--- src/rtl/result_scan_ctrl.sv ---
// End-of-poll result sequencer: locks voting, reads every vote counter once,
// tracks the running maximum and hands winner/count/tie to the display unit.
module result_scan_ctrl #(
  parameter int NUM_CAND = 3,
  parameter int CAND_W   = 4,
  parameter int CNT_W    = 4
) (
  input  logic              clk,
  input  logic              rst_n,
  input  logic              start,
  output logic              busy,
  output logic              vote_lock,
  output logic              rd_en,
  output logic [CAND_W-1:0] rd_addr,
  input  logic [CNT_W-1:0]  rd_data,
  output logic              result_valid,
  input  logic              result_ack,
  output logic [CAND_W-1:0] winner_candidate,
  output logic [CNT_W-1:0]  winner_vote_count,
  output logic              tie,
  output logic              no_votes
);

  typedef enum logic [1:0] {IDLE, SCAN, DRAIN, DONE} state_t;

  localparam logic [CAND_W-1:0] LAST_IDX = CAND_W'(NUM_CAND - 1);

  state_t              state_q, state_d;
  logic [CAND_W-1:0]   idx_q, idx_d;
  logic                cmp_vld_q, cmp_vld_d;
  logic [CAND_W-1:0]   cmp_idx_q, cmp_idx_d;
  logic [CNT_W-1:0]    max_q, max_d;
  logic [CAND_W-1:0]   win_q, win_d;
  logic                tie_q, tie_d;
  logic [CAND_W-1:0]   res_win_q, res_win_d;
  logic [CNT_W-1:0]    res_cnt_q, res_cnt_d;
  logic                res_tie_q, res_tie_d;
  logic                res_nov_q, res_nov_d;

  always_comb begin
    state_d = state_q;
    idx_d   = idx_q;
    case (state_q)
      IDLE: begin
        idx_d = '0;
        if (start) state_d = SCAN;
      end
      SCAN: begin
        idx_d = idx_q + CAND_W'(1);
        if (idx_q == LAST_IDX) state_d = DRAIN;
      end
      DRAIN: state_d = DONE;
      DONE: if (result_ack) state_d = IDLE;
      default: state_d = IDLE;
    endcase
  end

  // Compare stage: runs one cycle behind the read strobe, matching rd_data latency.
  always_comb begin
    cmp_vld_d = (state_q == SCAN);
    cmp_idx_d = idx_q;
    max_d     = max_q;
    win_d     = win_q;
    tie_d     = tie_q;
    if (cmp_vld_q) begin
      if (cmp_idx_q == '0) begin
        max_d = rd_data;
        win_d = '0;
        tie_d = 1'b0;
      end else if (rd_data > max_q) begin
        max_d = rd_data;
        win_d = cmp_idx_q;
        tie_d = 1'b0;
      end else if (rd_data == max_q) begin
        win_d = cmp_idx_q;
        tie_d = 1'b1;
      end
    end
  end

  // Result registers capture the final compare as DRAIN retires, then hold.
  always_comb begin
    res_win_d = res_win_q;
    res_cnt_d = res_cnt_q;
    res_tie_d = res_tie_q;
    res_nov_d = res_nov_q;
    if (state_q == DRAIN) begin
      res_win_d = win_d;
      res_cnt_d = max_d;
      res_tie_d = tie_d;
      res_nov_d = (max_d == '0);
    end
  end

  always_ff @(posedge clk or negedge rst_n) begin
    if (!rst_n) begin
      state_q   <= IDLE;
      idx_q     <= '0;
      cmp_vld_q <= 1'b0;
      cmp_idx_q <= '0;
      res_win_q <= '0;
      res_cnt_q <= '0;
      res_tie_q <= 1'b0;
      res_nov_q <= 1'b0;
    end else begin
      state_q   <= state_d;
      idx_q     <= idx_d;
      cmp_vld_q <= cmp_vld_d;
      cmp_idx_q <= cmp_idx_d;
      res_win_q <= res_win_d;
      res_cnt_q <= res_cnt_d;
      res_tie_q <= res_tie_d;
      res_nov_q <= res_nov_d;
    end
  end

  // Running-max datapath needs no reset: the first sample of every scan reloads it.
  always_ff @(posedge clk) begin
    max_q <= max_d;
    win_q <= win_d;
    tie_q <= tie_d;
  end

  assign busy              = (state_q != IDLE);
  assign vote_lock         = (state_q != IDLE);
  assign rd_en             = (state_q == SCAN);
  assign rd_addr           = (state_q == SCAN) ? idx_q : '0;
  assign result_valid      = (state_q == DONE);
  assign winner_candidate  = res_win_q;
  assign winner_vote_count = res_cnt_q;
  assign tie               = res_tie_q;
  assign no_votes          = res_nov_q;

endmodule
--- config.mk ---
export PLATFORM = sky130hd
export DESIGN_NAME = result_scan_ctrl
export DESIGN_NICKNAME = d
export VERILOG_FILES = /design/src/rtl/result_scan_ctrl.sv
export SDC_FILE = /design/constraint.sdc
export NUM_CORES = 1
export LEC_CHECK = 0
export CAP_MARGIN = 20
export CORE_MARGIN = 2
export CORE_UTILIZATION = 25
export CTS_BUF_LIST = sky130_fd_sc_hd__clkbuf_8
export DETAILED_ROUTE_END_ITERATION = 6
export PLACE_DENSITY = 0.46
export REMOVE_ABC_BUFFERS = 1
export SKIP_LAST_GASP = 1
export SLEW_MARGIN = 20
export SYNTH_ARGS = -nofsm -noshare
export SYNTH_HDL_FRONTEND = slang
export SYNTH_SLANG_ARGS = --single-unit
--- constraint.sdc ---
create_clock -name clk -period 1.85 [get_ports clk]
set_clock_uncertainty 0.2 [all_clocks]
set_input_delay 0.185 -clock clk [delete_from_list [all_inputs] [get_ports clk]]
set_output_delay 0.185 -clock clk [all_outputs]
set_load 0.005 [all_outputs]
# After elaboration in Yosys (flattened, before gate mapping)
# Index checks and enable logic that the tools add are counted.
# totals
register_bits	30
input_bits	8
out_inout_bits	18
wordCells	44
# classes
add_sub_neg	1
magnitude_cmp	1
eq_ne	8
mux	17
reduce_logical	6
# op_table
operator	count
4-bit two-way mux	8
4-bit logical NOT	2
2-bit case mux with 4 select lines	1
4-bit case mux with 2 select lines	1
2-bit two-way mux	3
4-bit by 1-bit adder with 4-bit output, second input constant	1
2-bit == test, second input constant	2
4-bit by 2-bit == test with 1-bit output, second input constant	1
4-bit == test	1
4-bit > comparator	1
1-bit two-way mux	4
2-bit by 1-bit inequality test with 1-bit output, second input constant	2
2-bit nonzero test	2
3-bit AND reduction	1
2-bit by 1-bit == test with 1-bit output, second input constant	1
2-bit logical NOT	1
2-bit inequality test, second input constant	1

# Depth between registers and ports, before layout
# logic_depth
depth_word	5
ltp_mapped	8

# Least setup slack after synthesis
# No wires, ideal clock.
# synth_path
path_kind	flip-flop to flip-flop
start	register max_q[1]
end	register max_q[0]
setup_ps	121
t_arrival_ps	1584
required_ps	1529
path_slack_ps	-55
path_stages_with_launch	8
synth_period_minus_slack_ps	1905
cell_sequence	dfxtp_1 > inv_1 > ha_1 > nor2b_4 > o211ai_4 > a21oi_4 > nor2_4 > mux2_4
# synth_via
elab_chain_cells	4
# synth_lines
item	line	text
start: declaration	32	logic [CNT_W-1:0] max_q, max_d;
start signal: assignment	119	max_q <= max_d;
4-bit > comparator	70	end else if (rd_data > max_q) begin
4-bit two-way mux	70	
4-bit two-way mux	66	if (cmp_idx_q == '0) begin
4-bit two-way mux	65	if (cmp_vld_q) begin
via max_d[0]	32	
# The timed path passes the listed nets, and every way through them passes these cells.
# A chain may end at the register's enable or synchronous reset.

# Final worst setup path
# Ends and elaborated chain as after synthesis.

==> flow_metrics.py <==
metrics = {
    "die": {
        "fp.dieW_um": 83.3,
        "die_h_um": 83.3,
        "die-area_um2": 6940,
        "initial_core_util_pct": 26.3,
        "core_um2": 5990,
        "io_pins": 26,
        "rows": 28,
    },
    "timing": {
        "relSlewSlack_pct": 78.6,
        "setup_viol": 9,
        "min_period_ns": 1.92,
        "hold_viol_final": 0,
        "final.setup.worst_slack_ns": -0.0657,
        "rsz0062_at_grt": "true",
        "period_share_pct": 104,
        "worst_pin_slew_ns": 0.317,
        "maxSlewViolCount": 0,
        "fmax_mhz": 522,
        "whs_ns": 0.0484,
    },
    "placement": {
        "port-buffer-count": 25,
        "gp_congestion": 0.816,
        "hpwl_um": 2810,
        "dp_cells": 262,
    },
    "worst_setup_path": {
        "crit_buf_inv": 1,
        "critPathMaxFanout": 5,
        "cpLargestDelayFamily": "compound AO/OA/AOI/OAI gates",
        "end_kind": "register",
        "cp-start-kind": "register",
        "cp.depth": 7,
        "r2r_cells": 7,
        "crit_arrival_ns": 1.89,
        "worstPathRequired_ns": 1.83,
        "ff2ff_setup_slack_ns": -0.07,
        "slowest_stage": "dfxtp_2",
        "crit_chain": "inv_2 -> ha_4 -> nor2b_4 -> o211ai_4 -> a21oi_4 -> nor2_4 -> mux2_4",
        "slowest_delay_ns": 0.34,
        "critical_path_class": "register to register",
    },
    "logic_synthesis": {
        "ys_ff_latch": 30,
        "yosysSeqAreaShare_pct": 44.9,
        "yosys.area_share.simple_pct": 14.2,
        "synth_cells": 146,
        "async_reset_ff_share_pct": 70.0,
        "yosysMostFrequentCell": "dfrtp_1",
        "ys_types": 41,
        "synthXorXnorAreaFrac_pct": 0.557,
        "synth_top_family_by_area": "compound AO/OA/AOI/OAI gates",
        "synth_ff_type": "dfrtp_1",
        "synth_mux_area_share_pct": 5.89,
        "synth_area_per_cell_um2": 10.8,
        "synthesis.area_um2": 1570,
        "synth_area_leaders": "dfrtp_1 33%, dfxtp_1 11%, ha_1 8.0%, mux2_4 3.8%, inv_1 3.3%",
        "synth_top_area_share_pct": 33.4,
        "yosysWarnings": 0,
        "synth_commonest_cells": "21 x dfrtp_1, 14 x inv_1, 10 x ha_1, 10 x nand2_1",
        "synth_edf_count": 0,
        "synth_compound_area_share_pct": 20.7,
        "yosysTopAreaCell": "dfrtp_1",
        "synth_adder_area_share_pct": 7.96,
    },
    "outcome": {
        "status": "finished, violations left",
        "violations": "negative setup slack",
    },
    "global_routing": {
        "antenna_found_initial": 0,
        "grt_max_degree": 22,
        "grt_overflow": 0,
        "track_usage_pct": 12.2,
        "grt_pass1_vias": 1397,
        "grt_pass1_wl_um": 6910,
    },
    "drt": {
        "postRouteAntennaNets": 0,
        "first_pass_iters": 4,
        "wl_per_cell_um": 14.3,
        "drt-initial-drc-count": 54,
        "drc_errors": 0,
        "wirelength_um": 3940,
        "num_vias": 1288,
        "via_per_inst": 4.67,
    },
    "power": {
        "p_comb_share_pct": 55.6,
        "switching_share_pct": 36.2,
        "max-vdd-ir-drop_v": 0.000800,
        "intPower_mw": 2.81,
        "power.leakage_nw": 1.08,
        "power_frac_seq_pct": 25.3,
        "power_switching_mw": 1.59,
        "clkPwrFrac_pct": 19.1,
        "p_per_area_nw_per_um2": 1800,
    },
    "finish": {
        "layout-drive-gt1-share_pct": 38.8,
        "n_antenna_cell": 0,
        "fin_nets": 218,
        "syn_to_final_growth_pct": 55.1,
        "fin_cells": 276,
        "fillers": 552,
    },
    "flow_run": {
        "max_cap_violations": 0,
    },
    "clock_network": {
        "ctsRootBufferMaster": "clkbuf_8",
        "clk_pin_slew_ns": 0.07,
        "clkLatencyLatePin_ns": 0.29,
        "clock-sinks": 30,
        "cts_max_level": 2,
        "numCtsBuffers": 5,
        "cts_tree": "built",
        "clk_path_buf_depth": 2,
        "cts_hold_buf": 0,
    },
    "hold_path": {
        "hold_class": "input pin to asynchronous set/reset pin",
    },
}
==> power groups by stage <==
| stage | Sequential [mW] | Combinational [mW] | Clock [mW] |
|---|---|---|---|
| floorplan | 1.07 | 1.16 | 0 |
| global placement | 1.08 | 2.01 | 0 |
| detailed placement | 1.09 | 2.03 | 0 |
| CTS | 1.10 | 2.34 | 0.854 |
| global route | 1.15 | 2.66 | 0.883 |
| finish | 1.11 | 2.44 | 0.839 |
==> state kept, by name (all words and copies together) (netlist names) <==
register	cells
cmp_idx_d	4
cmp_idx_q	4
max_q	4
win_q	4
winner_candidate	4
winner_vote_count	4
state_q	2
cmp_vld_q	1
no_votes	1
tie	1
tie_q	1
==> metrics by stage <==
stage               worst slack, ns  cell area (um2)  utilization, %  power, mW  setup TNS (ns)
finish                      -0.0657             2440            40.7       4.40          -0.317
global route                 -0.106             2440            40.7       4.70          -0.900
CTS                          -0.109             2370            39.5       4.29          -0.588
detailed placement           -0.435             2050            34.2       3.12           -7.07
global placement             -0.443             2050            34.2       3.09           -7.07
floorplan                    -0.162             1530               -       2.23           -1.16
==> cell type report <==
class                      count  area, um2  share of cell area, %
multi-input combinational     95        956                   39.2
sequential                    30        709                   29.1
timing repair buffer          54        485                   19.9
tap                           75       93.8                   3.85
clock buffer                   6       82.6                   3.38
clock inverter                 2       60.1                   2.46
inverter                      14       52.6                   2.15
==> metal layers <==
metal,part of all wire [%],vias to the layer above,track usage (%)
li1,-,629,-
met1,44,626,14.9
met2,50,28,20.8
met3,4.9,5,3.98
met4,1.2,0,3.13
met5,0,-,0
==> cells in the final DEF, fill, tap and decap left out, drive strengths merged <==
| cell type | instances |
|---|---|
| o221a | 4 |
| nand3 | 1 |
| a31oi | 5 |
| clkbuf | 6 |
| dfrtp | 21 |
| o32a | 1 |
| dlygate4sd2 | 7 |
| a22o | 5 |
| dfxtp | 9 |
| nor3 | 1 |
| o22ai | 5 |
| and2 | 5 |
| nor2b | 6 |
| o41ai | 2 |
| nor3b | 1 |
| and3 | 3 |
| dlymetal6s2s | 3 |
| mux2 | 6 |
| nand2 | 11 |
| o21a | 1 |
| bufinv | 2 |
| clkdlybuf4s50 | 14 |
| a21oi | 3 |
| clkdlybuf4s15 | 1 |
| ha | 10 |
| inv | 14 |
| xnor2 | 1 |
| mux2i | 1 |
| nor4 | 1 |
| nor2 | 6 |
| o21ai | 9 |
| o31ai | 4 |
| o211ai | 1 |
| buf | 29 |
| nand4 | 2 |
==> cell families after synthesis <==
kind of cell / Yosys count
buffers and inverters: 21
DFF: 30
and+or+nand+nor: 37
xor gates and xnor gates: 1
AOI/OAI and AO/OA: 40
adders and majority gates: 10
muxes: 7
==> timing repair <==
action | CTS | global route
pin swaps | 9 | 13
gates cloned | 1 | 0
hold endpoints to repair | 0 | 0
gates resized for setup | 32 | 17
setup buffers | 5 | 1
setup endpoints to repair | 25 | 21
==> worst paths after layout <==
path	startpoint	end
max in group asynchronous	rst_n	cmp_vld_q
hold reg to reg	win_q[0]	winner_candidate[0]
setup / recovery	max_q[1]	max_q[0]
setup reg to reg	max_q[1]	max_q[0]
hold / removal	rst_n	winner_vote_count[1]
min in group clk	rd_data[2]	max_q[2]
Power figures use the tool's default switching activity.
